## src/rtl/irq_pending_ctrl.sv

```systemverilog
// Request front-end: rising edges on req set pending bits, the masked pending set is arbitrated
// highest-index-first and presented over valid/ack. Optional ack timeout via IRQ_ACK_TIMEOUT_EN.
module irq_pending_ctrl #(
  parameter int unsigned N       = 4,
  parameter int unsigned IDW     = 2,
  parameter int unsigned TIMEOUT = 15
) (
  input  logic           clk,
  input  logic           rst_n,
  input  logic [N-1:0]   req,
  input  logic [N-1:0]   mask,
  output logic [N-1:0]   pending,
  output logic           irq_valid,
  output logic [IDW-1:0] irq_id,
  input  logic           irq_ack,
  output logic [N-1:0]   overrun,
  input  logic           ovr_clr,
  output logic           timeout
);

  typedef enum logic {IDLE = 1'b0, PRESENT = 1'b1} state_t;

  state_t         state, state_nxt;
  logic [N-1:0]   req_q, rise, clr, eligible;
  logic [IDW-1:0] winner, irq_id_nxt;
  logic           irq_valid_nxt, grant_c, ack_c, to_hit;

  assign rise     = req & ~req_q;
  assign eligible = pending & mask;
  assign ack_c    = irq_valid & irq_ack;

  // One-hot clear for the channel whose handshake completes this cycle
  always_comb begin
    clr = '0;
    if (ack_c) clr[irq_id] = 1'b1;
  end

  // Highest eligible index wins; later iterations overwrite lower ones
  always_comb begin
    winner = '0;
    for (int unsigned i = 0; i < N; i++) begin
      if (eligible[i]) winner = IDW'(i);
    end
  end

`ifdef IRQ_ACK_TIMEOUT_EN
  localparam int unsigned CNTW = $clog2(TIMEOUT + 1);

  logic [CNTW-1:0] to_cnt;

  // Counts completed PRESENT cycles; an ack in the expiry cycle takes precedence
  assign to_hit = (state == PRESENT) && !irq_ack && (to_cnt == CNTW'(TIMEOUT - 1));

  always_ff @(posedge clk or negedge rst_n) begin
    if (!rst_n) begin
      to_cnt  <= '0;
      timeout <= 1'b0;
    end else begin
      to_cnt  <= ((state == PRESENT) && (state_nxt == PRESENT)) ? to_cnt + CNTW'(1) : '0;
      timeout <= to_hit;
    end
  end
`else
  logic unused_timeout_cfg;

  assign unused_timeout_cfg = ^32'(TIMEOUT);
  assign to_hit             = 1'b0;
  assign timeout            = 1'b0;
`endif

  always_ff @(posedge clk or negedge rst_n) begin
    if (!rst_n) state <= IDLE;
    else        state <= state_nxt;
  end

  always_comb begin
    state_nxt = state;
    case (state)
      IDLE:    if (|eligible) state_nxt = PRESENT;
      PRESENT: if (irq_ack || to_hit) state_nxt = IDLE;
    endcase
  end

  // The ID is captured only on the IDLE->PRESENT transition and held while presented
  always_comb begin
    grant_c       = (state == IDLE) && (state_nxt == PRESENT);
    irq_valid_nxt = (state_nxt == PRESENT);
    irq_id_nxt    = grant_c ? winner : irq_id;
  end

  // A new edge beats a same-cycle clear, for both pending and overrun
  always_ff @(posedge clk or negedge rst_n) begin
    if (!rst_n) begin
      req_q     <= '0;
      pending   <= '0;
      overrun   <= '0;
      irq_valid <= 1'b0;
      irq_id    <= '0;
    end else begin
      req_q     <= req;
      pending   <= (pending & ~clr) | rise;
      overrun   <= (ovr_clr ? '0 : overrun) | (rise & pending & ~clr);
      irq_valid <= irq_valid_nxt;
      irq_id    <= irq_id_nxt;
    end
  end

endmodule

```

## config.mk

```make
export PLATFORM = sky130hd
export DESIGN_NAME = irq_pending_ctrl
export DESIGN_NICKNAME = d
export VERILOG_FILES = /design/src/rtl/irq_pending_ctrl.sv
export SDC_FILE = /design/constraint.sdc
export NUM_CORES = 1
export LEC_CHECK = 0
export ABC_AREA = 1
export CELL_PAD_IN_SITES_DETAIL_PLACEMENT = 1
export CELL_PAD_IN_SITES_GLOBAL_PLACEMENT = 2
export CORE_MARGIN = 1.5
export CORE_UTILIZATION = 24
export CTS_CLUSTER_DIAMETER = 150
export DETAILED_ROUTE_END_ITERATION = 10
export GPL_TIMING_DRIVEN = 0
export MAX_ROUTING_LAYER = met4
export PLACE_DENSITY = 0.79
export SLEW_MARGIN = 20
export SYNTH_ARGS = -nofsm -noshare
export SYNTH_HDL_FRONTEND = slang
export SYNTH_SLANG_ARGS = --single-unit
```

## constraint.sdc

```tcl
create_clock -name clk -period 2 [get_ports clk]
set_input_delay 0.4 -clock clk [delete_from_list [all_inputs] [get_ports clk]]
set_output_delay 0.4 -clock clk [all_outputs]
set_load 0.01 [all_outputs]
```

==> results.tsv, run 1 <==
metric	value	unit
DIE AREA	2883	um2
Seq/Total Area, Yosys	60.85	%
crit-path leading delay family	buffers and inverters	
class of the worst hold path	register to register	
CP peak stage delay	0.56	ns
Yosys top cell area share	60.85	%
DRT Pass-1 Iters	2	
predominant post-synthesis flop cell	dfrtp_1	
fin crit period	1.688	ns
detailed placement HPWL	1163	um
first-pass GRT wire length	2373	um
clk sinks	15	
die height	53.70	um
share of layout cells above drive strength 1	5.102	%
antenna-violating nets left	0	
Setup-failing EPs final	0	
CORE AREA	2455	um2
Top Ports	24	
Async SR Flop Fraction	100.0	%
CP startpoint kind	register	
maximum vdd drop	0.4700	mV
Setup TNS	0	ns
placer congestion estimate	0.6886	
Max Cap Viol	0	
GR Overflow Total	0	
cell count after synthesis	72	
non-filler cells in the finished layout	128	
Synth Register Bits	15	
CP Class	register to output pin	
RSZ-0062 raised after global routing	false	
Tot GR Track Use	12.40	%
net count after synthesis	84	
ranking of synthesized cells by area	dfrtp_1 61%, nand2_1 16%, nand3_1 8.1%	
Slowest-stage cell, CP	clkdlybuf4s50_1	
crit path DAT	1.29	ns
# rows	18	
Hold Fails Final Rpt	0	
CP Capture Type	output pin	
Synth top cells by count	26 x nand2_1, 15 x dfrtp_1, 10 x nand3_1, 9 x inv_1	
Slew @ Worst Pin	0.6958	ns
Clock Latency Late Sink	0.28	ns
I/O Buffers	22	
starting density of the core	25.13	%
postcts setup bufs	0	
synth unique cells	10	
largest net degree at the start of global routing	16	
fmax	592.5	MHz
Post-synth EDFFs	0	
fin nets	111	
Worst slew margin	53.47	%
utilization after layout	36.70	%
area leader, netlist	dfrtp_1	
Inserted Diodes	0	
Fin Clk Skew	0.003004	ns
Post-Syn Area	616.8	um2
count leader, synth	nand2_1	
CP cell instances	clkdlybuf4s50_1	
Required @ worst endpoint	1.60	ns
vias per cell	4.211	
Pleak	0.0004566	uW
Max Root-Sink Buffers	2	
Via Count	539	
WL final	1465	um
CTS tree	yes	
Final Max Tran Viols	0	
Placed Cells	124	
period utilisation layout	84.39	%
layout overhead on the synthesized area	46.04	%
antenna violations before repair	0	
Avg WL per Cell	11.45	um
critical path buffer and inverter count	1	
status	finished, final reports clean	
Filler cells	307	
drt first-iter violations	4	
cts repair resizes	0	
Chip Width	53.70	um
Reg clk slew, reported paths	0.09	ns
Power Density	1265	nW/um2
hold_buf cts	0	
vias in the first global route	540	
CTS root buf	clkbuf_4	
number of H-tree levels	1	
Yosys warning total	0	
Remaining DRCs	0	
Num CTS Buffers	3	
Worst Path Max Fanout	5	
Mean Syn Cell Area	8.567	um2
==> path summary, 6_finish.rpt <==
kind,slack (ns),cells past startpoint,end,from
max,0.31,1,irq_id[1],irq_id[1]
min,0.46,1,pending[2],req_q[2]
max reg2reg,1.01,6,irq_id[0],pending[2]
min reg2reg,0.46,1,pending[2],req_q[2]
max in group asynchronous,1.03,1,req_q[0],rst_n
min in group asynchronous,0.53,1,pending[3],rst_n
==> kinds of logic after synthesis <==
kind of cell / share of synthesized area (%)
and+or+nand+nor: 27.38
DFF: 60.85
buffers and inverters: 6.694
AOI/OAI and AO/OA: 4.463
other: 0.6079
==> cells in the final DEF (no fill, tap or decap) <==
cell,instances
clkbuf_4,3
nand2_1,26
nor2_1,4
dfrtp_1,15
nand2_2,1
o211ai_1,1
inv_1,9
buf_4,1
o21ai_0,4
conb_1,1
nand3_1,10
clkdlybuf4s50_1,22
clkbuf_1,1
==> sequential cells by signal, summed over array words and instances, names as in the netlist <==
signal	flops
overrun	4
req_q	4
irq_id	2
irq_valid	1
pending	4
==> layout make-up <==
cell class	instances	area, um2	share of cell area [%]
multi-input cells	47	200.2	22.22
flip-flops and latches	15	375.4	41.67
well taps	30	37.54	4.167
plain buffers	1	7.507	0.8333
clock buffers	4	26.28	2.917
repair buffers	22	220.2	24.44
inverters	9	33.78	3.750
==> per-stage QoR <==
step | total power, uW | instance area, um2 | hold slack, ns | setup slack, ns
floorplan | 699.5 | 616.8 | 0.1044 | 1.098
global placement | 961.8 | 874.6 | 0.4426 | 0.5633
detailed placement | 976.4 | 874.6 | 0.4528 | 0.5248
CTS | 1158 | 900.9 | 0.4661 | 0.2968
global route | 1236 | 900.9 | 0.5010 | 0.2439
finish | 1140 | 900.9 | 0.4615 | 0.3122
==> routing by layer <==
metal | share of wire [%] | GRT usage (%) | up-vias
met5 | 0 | - | -
met4 | 0.68 | 7.692 | 0
met3 | 4.4 | 2.778 | 2
met2 | 46 | 17.89 | 13
met1 | 49 | 15.65 | 251
li1 | - | - | 273
==> power by group <==
group | switching, uW | total [uW] | internal (uW) | leakage, uW
Combinational | 219 | 466 | 248 | 0.000271
Sequential | 97.7 | 497 | 399 | 0.000171
Clock | 98.8 | 176 | 77.3 | 0.0000150
Note: power is estimated with default switching activity, not from simulation.
==> inputs of run 2 (changes only) <==
--- a/config.mk
+++ b/config.mk
@@ -9,12 +9,12 @@
 export CELL_PAD_IN_SITES_DETAIL_PLACEMENT = 1
 export CELL_PAD_IN_SITES_GLOBAL_PLACEMENT = 2
 export CORE_MARGIN = 1.5
-export CORE_UTILIZATION = 24
+export CORE_UTILIZATION = 20
 export CTS_CLUSTER_DIAMETER = 150
 export DETAILED_ROUTE_END_ITERATION = 10
 export GPL_TIMING_DRIVEN = 0
 export MAX_ROUTING_LAYER = met4
-export PLACE_DENSITY = 0.79
+export PLACE_DENSITY = 0.71
 export SLEW_MARGIN = 20
 export SYNTH_ARGS = -nofsm -noshare
 export SYNTH_HDL_FRONTEND = slang
==> constraint.sdc (replaced) <==
create_clock -name clk -period 1.4 [get_ports clk]
set_input_delay 0.28 -clock clk [delete_from_list [all_inputs] [get_ports clk]]
set_output_delay 0.28 -clock clk [all_outputs]
set_load 0.01 [all_outputs]
==> run 2 against run 1 <==
Clock-buffer cell count decreased by 1. Largest cell class unchanged. Critical path type unchanged. Setup slack got worse by 0.18 ns. Critical path depth unchanged.
==> results.tsv, run 2 (synthesis gave the netlist of run 1 again) <==
metric	value	unit	change
hold slack	0.4123	ns	was 0.4615 ns
Pleak	0.0004926	uW	was 0.0004566 uW
non-filler cells in the finished layout	134		was 128
die height	58.54	um	was 53.70 um
placer congestion estimate	0.6738		was 0.6886
Worst Path Max Fanout	4		was 5
Worst slew margin	52.71	%	was 53.47%
Chip Width	58.54	um	was 53.70 um
drt first-iter violations	7		was 4
commonest non-fill, non-tap cells in the layout	26 x nand2_1, 15 x dfrtp_1, 11 x clkdlybuf4s50_1, 11 x dlygate4sd2_1, 10 x nand3_1		was 26 x nand2_1, 22 x clkdlybuf4s50_1, 15 x dfrtp_1, 10 x nand3_1, 9 x inv_1
Via Count	568		was 539
CP Capture Type	output pin		unchanged
Slowest-stage cell, CP	dfrtp_1		was clkdlybuf4s50_1
crit path DAT	0.98	ns	was 1.29 ns
GR Overflow Total	0		unchanged
Hold Fails Final Rpt	0		unchanged
layout overhead on the synthesized area	50.30	%	was 46.04%
DIE AREA	3426	um2	was 2883 um2
I/O Buffers	22		unchanged
Max Cap Viol	0		unchanged
CTS tree	yes		unchanged
Inserted Diodes	0		unchanged
Placed Cells	125		was 124
crit-path leading delay family	flip-flops		was buffers and inverters
Max Root-Sink Buffers	2		unchanged
Final Max Tran Viols	0		unchanged
Required @ worst endpoint	1.12	ns	was 1.60 ns
Power Density	1765	nW/um2	was 1265 nW/um2
vias in the first global route	633		was 540
R2R cell count	7		was 6
first-pass GRT wire length	2760	um	was 2373 um
RSZ-0062 raised after global routing	false		unchanged
Setup-failing EPs final	0		unchanged
antenna-violating nets left	0		unchanged
Remaining DRCs	0		unchanged
detailed placement HPWL	1178	um	was 1163 um
WP depth	1		unchanged
Reg clk slew, reported paths	0.10	ns	was 0.09 ns
antenna violations before repair	0		unchanged
CP Class	register to output pin		unchanged
share of layout cells above drive strength 1	10.68	%	was 5.102%
CTS root buf	clkbuf_4		unchanged
commonest non-fill, non-tap cell in the layout	nand2_1		unchanged
period utilisation layout	90.28	%	
CP cell instances	dlygate4sd2_1		was clkdlybuf4s50_1
Setup TNS	0	ns	unchanged
CORE AREA	2829	um2	was 2455 um2
# rows	19		was 18
hold_buf cts	0		unchanged
fin nets	116		was 111
number of H-tree levels	1		unchanged
status	finished, final reports clean		unchanged
clk sinks	15		unchanged
maximum vdd drop	0.4689	mV	was 0.4700 mV
setup slack after layout	0.1360	ns	was 0.3122 ns
Avg WL per Cell	11.92	um	was 11.45 um
dpl ws	0.07676	ns	was 0.5248 ns
vias per cell	4.239		was 4.211
CP peak stage delay	0.41	ns	was 0.56 ns
starting density of the core	21.80	%	was 25.13%
WL final	1597	um	was 1465 um
largest net degree at the start of global routing	16		unchanged
Slew @ Worst Pin	0.7072	ns	was 0.6958 ns
CP startpoint kind	register		unchanged
Num CTS Buffers	3		unchanged
Clock Latency Late Sink	0.28	ns	about the same
critical path buffer and inverter count	1		unchanged
fmax	791.2	MHz	
Fin Clk Skew	0.003004	ns	about the same
Top Ports	24		unchanged
Tot GR Track Use	10.97	%	was 12.40%
class of the worst hold path	input pin to async pin		was register to register
DRT Pass-1 Iters	2		unchanged
top flop regs	overrun x4, pending x4, req_q x4		unchanged
fin crit period	1.264	ns	
run 2: changes by cell type in the layout (fill, tap and decap cells not counted):
cell | before | now
clkdlybuf4s50_1 | 22 | 11
dlygate4sd2_1 | 0 | 11
buf_4 | 1 | 6
clkbuf_1 | 1 | 0
clkinv_2 | 0 | 1
run 2: routing by layer:
metal / up-vias / share of wire (%) / track usage, %
li1: 284 / - / -
met1: 269 / 47 / 13.20
met2: 13 / 48 / 17.82
met3: 2 / 4.3 / 1.978
met4: 0 / 0.88 / 4.983
met5: - / 0 / -
run 2: worst paths after layout:
kind / slack (ns) / startpoint / to
worst max-delay path: 0.14 / pending[3] / pending[3]
max in group asynchronous: 0.54 / rst_n / req_q[3]
worst min register to register: 0.46 / req_q[2] / pending[2]
min in group clk: 0.45 / req[0] / req_q[0]
worst max register to register: 0.34 / pending[2] / irq_id[0]
worst min-delay path: 0.41 / rst_n / irq_valid
run 2: per-stage QoR:
step                      total power, uW  utilization [%]  area [um2]
after floorplan                     999.3                -       616.8
after global placement               1371            30.96       875.8
after detailed placement             1393            30.96       875.8
after CTS                            1661            32.77       927.1
after global routing                 1794            32.77       927.1
final                                1637            32.77       927.1
run 2: power by group:
group          internal (uW)  total [uW]  switching, uW
registers                570         643           72.9
clock network            106         253            147
logic                    348         741            393
run 2: final cells by class:
class / instances / area (um2)
plain buffers: 1 / 7.507
clock buffers: 3 / 22.52
clock inverters: 1 / 5.005
fillers: 348 / 1902
inverters: 9 / 33.78
multi-input cells: 47 / 200.2
flip-flops and latches: 15 / 375.4
well taps: 31 / 38.79
repair buffers: 27 / 244.0
run 2: what timing repair did:
action                     CTS  global route
setup buffers                5             0
gates resized for setup     11             0
setup endpoints to repair   11             0
==> inputs of run 3 (changes only) <==
--- a/config.mk
+++ b/config.mk
@@ -6,15 +6,16 @@
 export NUM_CORES = 1
 export LEC_CHECK = 0
 export ABC_AREA = 1
-export CELL_PAD_IN_SITES_DETAIL_PLACEMENT = 1
-export CELL_PAD_IN_SITES_GLOBAL_PLACEMENT = 2
+export CELL_PAD_IN_SITES_DETAIL_PLACEMENT = 0
+export CELL_PAD_IN_SITES_GLOBAL_PLACEMENT = 1
 export CORE_MARGIN = 1.5
-export CORE_UTILIZATION = 20
+export CORE_UTILIZATION = 26
 export CTS_CLUSTER_DIAMETER = 150
+export CTS_CLUSTER_SIZE = 25
 export DETAILED_ROUTE_END_ITERATION = 10
 export GPL_TIMING_DRIVEN = 0
 export MAX_ROUTING_LAYER = met4
-export PLACE_DENSITY = 0.71
+export PLACE_DENSITY_LB_ADDON = 0.1
 export SLEW_MARGIN = 20
 export SYNTH_ARGS = -nofsm -noshare
 export SYNTH_HDL_FRONTEND = slang
==> run 3 against run 2 <==
Clock power fell by 4%. Sequential share of layout area increased by 0.55 points. Register-to-register slack improved by 0.04 ns. Cell count down 3.0%. Largest power group unchanged. Final area shrank 1.3%. Via count down 6.5%. Flip-flop and latch count did not move. Core utilization up 8.2 points. Maximum frequency shrank 1.8%. First-iteration DRC count fell by 29%.
==> results.tsv, run 3 (synthesis gave the netlist of run 1 again) <==
metric	value	unit	change
status	finished, final reports clean		unchanged
DIE AREA	2673	um2	was 3426 um2
CP Class	register to output pin		unchanged
Required @ worst endpoint	1.12	ns	about the same
number of H-tree levels	1		unchanged
vias in the first global route	552		was 633
Fin Clk Skew	0.002326	ns	was 0.003004 ns
class of the worst hold path	input pin to async pin		unchanged
worst r2r dst	irq_id[0]		unchanged
CP Capture Type	output pin		unchanged
antenna-violating nets left	0		unchanged
crit path DAT	1.01	ns	was 0.98 ns
commonest non-fill, non-tap cells in the layout	26 x nand2_1, 15 x dfrtp_1, 11 x clkdlybuf4s50_1, 11 x dlygate4sd2_1, 10 x nand3_1		unchanged
Setup TNS	0	ns	unchanged
WL final	1283	um	was 1597 um
I/O Buffers	22		unchanged
Final Max Tran Viols	0		unchanged
Pleak	0.0004855	uW	was 0.0004926 uW
GR Overflow Total	0		unchanged
critical path buffer and inverter count	1		unchanged
Max Root-Sink Buffers	2		unchanged
die height	51.71	um	was 58.54 um
Slew @ Worst Pin	0.6728	ns	was 0.7072 ns
Filler cells	242		was 348
non-filler cells in the finished layout	130		was 134
Worst Path Max Fanout	5		was 4
CORE AREA	2233	um2	was 2829 um2
setup slack after layout	0.1122	ns	was 0.1360 ns
Seq. cell area	375.4	um2	unchanged
Max Cap Viol	0		unchanged
fin crit period	1.288	ns	was 1.264 ns
CP peak stage delay	0.43	ns	was 0.41 ns
Setup-failing EPs final	0		unchanged
crit-path leading delay family	flip-flops		unchanged
fin nets	115		was 116
placer congestion estimate	0.7107		was 0.6738
Top Ports	24		unchanged
fmax	776.5	MHz	was 791.2 MHz
top flop regs	overrun x4, pending x4, req_q x4		unchanged
R2R Path Start	pending[3]		was pending[2]
starting density of the core	27.62	%	was 21.80%
Inserted Diodes	0		unchanged
layout overhead on the synthesized area	48.28	%	was 50.30%
Clock Latency Late Sink	0.28	ns	about the same
Remaining DRCs	0		unchanged
period utilisation layout	91.99	%	was 90.28%
Power Density	1726	nW/um2	was 1765 nW/um2
Chip Width	51.71	um	was 58.54 um
reg2reg setup slack	0.38	ns	was 0.34 ns
Reg clk slew, reported paths	0.09	ns	was 0.10 ns
CP cell instances	dlygate4sd2_1		unchanged
commonest non-fill, non-tap cell in the layout	nand2_1		unchanged
CP startpoint kind	register		unchanged
multi-input logic area	200.2	um2	unchanged
Placed Cells	122		was 125
Hold Fails Final Rpt	0		unchanged
drt first-iter violations	5		was 7
Tot GR Track Use	12.30	%	was 10.97%
maximum vdd drop	0.6798	mV	was 0.4689 mV
antenna violations before repair	0		unchanged
CTS tree	yes		unchanged
Slowest-stage cell, CP	dfrtp_1		unchanged
utilization after layout	40.95	%	was 32.77%
detailed placement HPWL	996.2	um	was 1178 um
first-pass GRT wire length	2297	um	was 2760 um
largest net degree at the start of global routing	16		unchanged
share of layout cells above drive strength 1	8.824	%	was 10.68%
vias per cell	4.085		was 4.239
clk sinks	15		unchanged
R2R cell count	7		unchanged
DRT Pass-1 Iters	2		unchanged
hold_buf cts	0		unchanged
RSZ-0062 raised after global routing	false		unchanged
Avg WL per Cell	9.869	um	was 11.92 um
Num CTS Buffers	3		unchanged
dpl ws	0.06789	ns	was 0.07676 ns
Via Count	531		was 568
Worst slew margin	55.00	%	was 52.71%
CTS root buf	clkbuf_4		unchanged
# rows	17		was 19
-- run 3: timing repair --
item,CTS,global route
hold endpoints to repair,0,0
setup buffers,4,0
setup endpoints to repair,11,0
resized for setup,11,0
-- run 3: metal layers --
metal | wire length [um] | global-route usage (%)
met1 | 625 | 15.09
met2 | 564 | 18.38
met3 | 79 | 5.172
met4 | 14 | 3.947
met5 | 0 | -
-- run 3: worst reg2reg max path, stage by stage, from the launching register on --
cell and delay, ns:
dfrtp_1 0.38, buf_4 0.14, nand2_1 0.09, nand2_1 0.06
nand2_1 0.10, nand2_1 0.06, nand2_1 0.05, nand2_1 0.04
-- run 3: worst max path at each step --
| stage | start | endpoint | cells after the start |
|---|---|---|---|
| after floorplan | pending[3] | irq_id[0] | 6 |
| after global placement | irq_ack | overrun[0] | 6 |
| after detailed placement | irq_ack | pending[0] | 6 |
| after CTS | pending[1] | pending[1] | 1 |
| after global routing | pending[1] | pending[1] | 1 |
| final | pending[1] | pending[1] | 1 |
-- run 3: through the flow --
stage	hold WS [ns]	total power (uW)	instance area, um2
4_1_cts	0.4232	1615	914.6
6_report	0.4052	1578	914.6
2_1_floorplan	-0.01559	999.3	616.8
3_5_place_dp	0.4492	1372	872.1
3_3_place_gp	0.4386	1368	872.1
5_1_grt	0.4523	1730	914.6
-- run 3: cell type report --
class                           count  share of cell area [%]
Buffer                              1                  0.8208
Clock buffer                        4                   2.873
Inverter                            9                   3.694
Multi-Input combinational cell     47                   21.89
Sequential cell                    15                   41.04
Tap cell                           28                   3.830
Timing Repair Buffer               26                   25.86
-- run 3: where the power goes --
| group | total [uW] | leakage, uW | switching, uW | internal [uW] |
|---|---|---|---|---|
| clock network | 242 | 0.0000150 | 132 | 111 |
| logic | 682 | 0.000300 | 351 | 331 |
| registers | 654 | 0.000171 | 84.0 | 570 |
==> RTL change 1, RTL diff (settings of run 2) <==
Build with the macro `IRQ_ACK_TIMEOUT_EN` defined.
--- a/src/rtl/irq_pending_ctrl.sv
+++ b/src/rtl/irq_pending_ctrl.sv
@@ -1,5 +1,7 @@
 // Request front-end: rising edges on req set pending bits, the masked pending set is arbitrated
 // highest-index-first and presented over valid/ack. Optional ack timeout via IRQ_ACK_TIMEOUT_EN.
+`define IRQ_ACK_TIMEOUT_EN
+
 module irq_pending_ctrl #(
   parameter int unsigned N       = 4,
   parameter int unsigned IDW     = 2,
Behaviour: no difference found for any inputs over 10 cycles, from zero or initial values and one cycle with rst_n low; that may be too few to reach the edited logic, so the function may still have changed.
==> RTL change 1 against run 2 <==
Design area increased by 29%; power is 11% higher; die area up 34%; synthesized area grew 36%; sequential cell count grew 5; setup slack lost 0.023 ns; count of clock-buffer cells in the layout grew 1; routed wire length rose by 19%; largest cell class unchanged; largest power group is now sequential cells.
==> RTL change 1: results (changes against run 2) <==
stage	metric	value	unit	change
place	placed cells	169		+35%
clock_network	CTS HTree Levels	1		unchanged
grt	initial antenna violation count	0		unchanged
yosys	Synth warnings	0		unchanged
power	VDD IR max	555	uV	+18%
grt	largest net degree at the start of global routing	21		+5
yosys	Synth Area in Adders	2.98	%	+3.0 points
worst_setup_path	r2r worst-path depth	7		unchanged
power	Pleak	0.000611	uW	+24%
worst_setup_path	Max stage delay on crit path	0.44	ns	+0.03 ns
finish	Final Instance Count excl. Fillers	176		+31%
detailed_routing	M1 WL	819	um	+9.2%
grt	met3 Use GR	4.00	%	+2.0 points
yosys	compound-cell area share of the yosys netlist	2.98	%	-1.5 points
worst_setup_path	data arrival time of the critical path	1.01	ns	+0.03 ns
grt	GRT Overall Usage	9.94	%	-1.0 points
worst_setup_path	CP max FO	5		+1
yosys	share of flip-flops with an asynchronous set or reset	100	%	unchanged
yosys	mux contribution to synthesized area	0	%	unchanged
yosys	register area share after synthesis	59.6	%	-1.2 points
detailed_routing	WL met3	135	um	+96%
grt	met2 usage	16.5	%	-1.3 points
worst_setup_path	crit path max-delay cell type	dfrtp_1		
finish	fin nets	141		+22%
detailed_routing	uppermost layer routed	met4		
hold_path	Hold Path Class	register to register		
clock_network	cts bufs inserted	3		unchanged
yosys	Synthesized Nets	110		+31%
timing	Slew Viols, Final	0		unchanged
place	final RePlAce weighted congestion	0.712		+5.6%
yosys	xor/xnor share of the synthesized area	2.09	%	+2.1 points
finish	layout cells sized above 1	7.14	%	-3.5 points
timing	final hold slack	0.440	ns	+0.0278 ns
detailed_routing	WL final	1.90	mm	+19%
grt	first-pass GRT wire length	3.22	mm	+17%
place	Post-DP Area	1130	um^2	+29%
yosys	leading post-synthesis cells by cell area	dfrtp_1, nand2_1, nand3_1		
clock_network	clock slew at reported path FFs	0.08	ns	-0.02 ns
status	status	finished, final reports clean		
worst_setup_path	CP delay by family, top	flip-flops		
finish	# diodes	0		unchanged
grt	vias in the first global route	753		+19%
worst_setup_path	Reg2Reg Setup Slack	0.27	ns	-0.07 ns
timing	Clock Skews	0.00703	ns	+0.00402 ns
detailed_routing	vias per inst	4.04		-4.7%
grt	M1 GR Usage	10.9	%	-2.3 points
detailed_routing	DR iter-0 viols	12		+5
place	Setup WS pre-CTS	-0.0608	ns	-0.138 ns
hold_path	worst hold stages	1		
timing	final worst slack	0.113	ns	-0.0233 ns
yosys	Avg Cell Area, Syn	8.75	um^2	+2.1%
timing	Max-slew headroom	39.9	%	-13 points
detailed_routing	WL met2	930	um	+22%
place	Post-DP HPWL	1.51	mm	+28%
yosys	most frequent cells after synthesis	nand2_1, dfrtp_1, inv_1		
place	Port Buf Inserts	23		+4.5%
detailed_routing	1st-pass router iterations	3		+1
clock_network	Root Buffer Master	clkbuf_8		
clock_network	latest clock arrival within the worst-skew pair	0.26	ns	-0.02 ns
yosys	library cells used by synthesis	13		+3
## RTL change 1: changes by cell type in the layout (fill, tap and decap cells not counted), moves of 2 or more
| cell | before | now |
|---|---|---|
| nor2_1 | 4 | 10 |
| inv_1 | 9 | 13 |
| nand2_1 | 26 | 30 |
| clkbuf_4 | 3 | 0 |
| ha_1 | 0 | 2 |
| o21ai_1 | 0 | 4 |
| buf_4 | 6 | 3 |
| clkbuf_8 | 0 | 4 |
| dfrtp_1 | 15 | 20 |
| o21ai_0 | 4 | 1 |
## RTL change 1: final timing paths
check	endpoint	startpoint
min in group asynchronous	pending[3]$_DFF_PN0_	rst_n
max	irq_id[0]	irq_id[0]$_DFFE_PN0P_
max in group asynchronous	to_cnt[2]$_DFF_PN0_	rst_n
min reg2reg	pending[3]$_DFF_PN0_	req_q[3]$_DFF_PN0_
min	pending[3]$_DFF_PN0_	req_q[3]$_DFF_PN0_
max reg2reg	to_cnt[3]$_DFF_PN0_	to_cnt[0]$_DFF_PN0_
## RTL change 1: area by class of cell
cell class	instances	area (um^2)
fill	487	2830
sequential	20	500
inverter	13	48.8
multi-input combinational	63	290
clock buffer	4	55.1
timing repair buffer	26	238
tap	50	62.6
## RTL change 1: report_power, final
group / total [uW] / internal [uW] / switching, uW
clock network: 434 / 250 / 184
logic: 579 / 273 / 306
registers: 801 / 702 / 98.7
## RTL change 1: timing repair
| item | CTS | global route |
|---|---|---|
| gates resized for setup | 12 | 0 |
| endpoints found under the setup margin | 12 | 0 |
| hold buffers | 0 | 0 |
| setup buffers | 3 | 0 |
| endpoints found under the hold margin | 0 | 0 |
## RTL change 1: worst register-to-register path, delay by kind of cell (launching register included)
kind,cells,cell delay (ns)
AND/OR/NAND/NOR,4,0.36
buffers and inverters,2,0.13
adder cells (fa/ha/maj),1,0.13
flip-flops,1,0.41
==> RTL change 2, RTL diff (flow settings as in run 2) <==
Made on the original files. `pending` no longer has a reset.
--- a/src/rtl/irq_pending_ctrl.sv
+++ b/src/rtl/irq_pending_ctrl.sv
@@ -92,18 +92,20 @@
   always_ff @(posedge clk or negedge rst_n) begin
     if (!rst_n) begin
       req_q     <= '0;
-      pending   <= '0;
       overrun   <= '0;
       irq_valid <= 1'b0;
       irq_id    <= '0;
     end else begin
       req_q     <= req;
-      pending   <= (pending & ~clr) | rise;
       overrun   <= (ovr_clr ? '0 : overrun) | (rise & pending & ~clr);
       irq_valid <= irq_valid_nxt;
       irq_id    <= irq_id_nxt;
     end
   end
 
+  always_ff @(posedge clk) begin
+    pending <= (pending & ~clr) | rise;
+  end
+
 endmodule
 
Behaviour: not the same (Yosys sat finds a counterexample within 4 cycles, from zero or initial values and one cycle with rst_n low).
==> RTL change 2 against run 2 <==
Power down 3.4%; critical path depth did not move; sequential cell count did not move; via count is 3.9% lower; first-iteration DRC count is 29% higher; design area fell by 4.5%; critical endpoint is now irq_id[1]; setup slack got worse by 0.0041 ns; routed wire length fell by 7.0%; highest routed layer unchanged; the run now ends with design-rule violations left; count of clock-buffer cells in the layout rose by 1; synthesized area down 3.2%; largest cell class unchanged.
==> RTL change 2: results (changes against run 2) <==
stage	metric	value	unit	change
status	status	complete, but fails checks		
status	failing checks	design-rule violations		
grt	met3 Use GR	5.36	%	+3.4 points
yosys	leading post-synthesis cells by cell area	dfrtp_1, nand2_1, dfxtp_1		
power	Switching Fraction	37.5	%	+0.062 points
place	Post-DP HPWL	1.14	mm	-3.5%
yosys	register area share after synthesis	59.5	%	-1.3 points
worst_setup_path	Critical Path Sink	irq_id[1]		
detailed_routing	DRC viols	4		+4
clock_network	Post-CTS Setup Repair Bufs	2		-3
place	final RePlAce weighted congestion	0.675		+0.16%
detailed_routing	M1 WL	743	um	-0.93%
grt	GRT Overall Usage	11.4	%	+0.47 points
grt	M1 GR Usage	14.6	%	+1.4 points
worst_setup_path	Reg2Reg Capture Point	overrun[0]$_DFF_PN0_		
worst_setup_path	CP max FO	2		-2
detailed_routing	WL met3	107	um	+55%
power	Pleak	0.000470	uW	-4.7%
yosys	most frequent cells after synthesis	nand2_1, dfrtp_1, nand3_1		
timing	Max-slew headroom	65.3	%	+13 points
detailed_routing	1st-pass router iterations	7		+5
worst_setup_path	Reg2Reg Setup Slack	0.42	ns	+0.08 ns
detailed_routing	vias per inst	4.17		-1.7%
power	clock network power share	16.1	%	+0.6 points
timing	Clock Skews	0.0113	ns	+0.00825 ns
place	Setup WS pre-CTS	0.0713	ns	-0.00542 ns
detailed_routing	WL met2	624	um	-18%
worst_setup_path	r2r worst-path depth	5		-2
clock_network	CTS resizes	13		+2
timing	final period utilization	90.6	%	+0.29 points
yosys	share of flip-flops with an asynchronous set or reset	73.3	%	-27 points
grt	vias in the first global route	594		-6.2%
detailed_routing	DR iter-0 viols	9		+2
detailed_routing	routed via count	546		-3.9%
power	VDD IR max	636	uV	+36%
grt	largest net degree at the start of global routing	12		-4
detailed_routing	WL final	1.49	mm	-7.0%
[RTL change 2: cell count changes in the layout (fill, tap and decap cells not counted), sizes merged]
cell / before / now
clkbuf: 3 / 4
clkinv: 1 / 0
buf: 6 / 3
dfxtp: 0 / 4
dfrtp: 15 / 11
[RTL change 2: final cells by class]
cell class / count / area (um^2)
plain buffers: 1 / 7.51
multi-input cells: 47 / 200
inverters: 9 / 33.8
well taps: 31 / 38.8
flip-flops and latches: 15 / 358
repair buffers: 24 / 221
fillers: 349 / 1920
clock buffers: 4 / 26.3
[RTL change 2: logic make-up after synthesis]
kind of cell,share of synthesized area [%]
simple gates,28.3
compound gates,4.61
flops,59.5
buf+inv,6.92
other cells,0.628
[RTL change 2: metrics by stage]
step	cell area, um^2	util, %	hold slack, ns
after floorplan	597	-	-0.0156
after global placement	856	30.5	0.433
after detailed placement	856	30.5	0.454
after CTS	886	31.6	0.342
after global routing	886	31.6	0.361
final	886	31.6	0.322
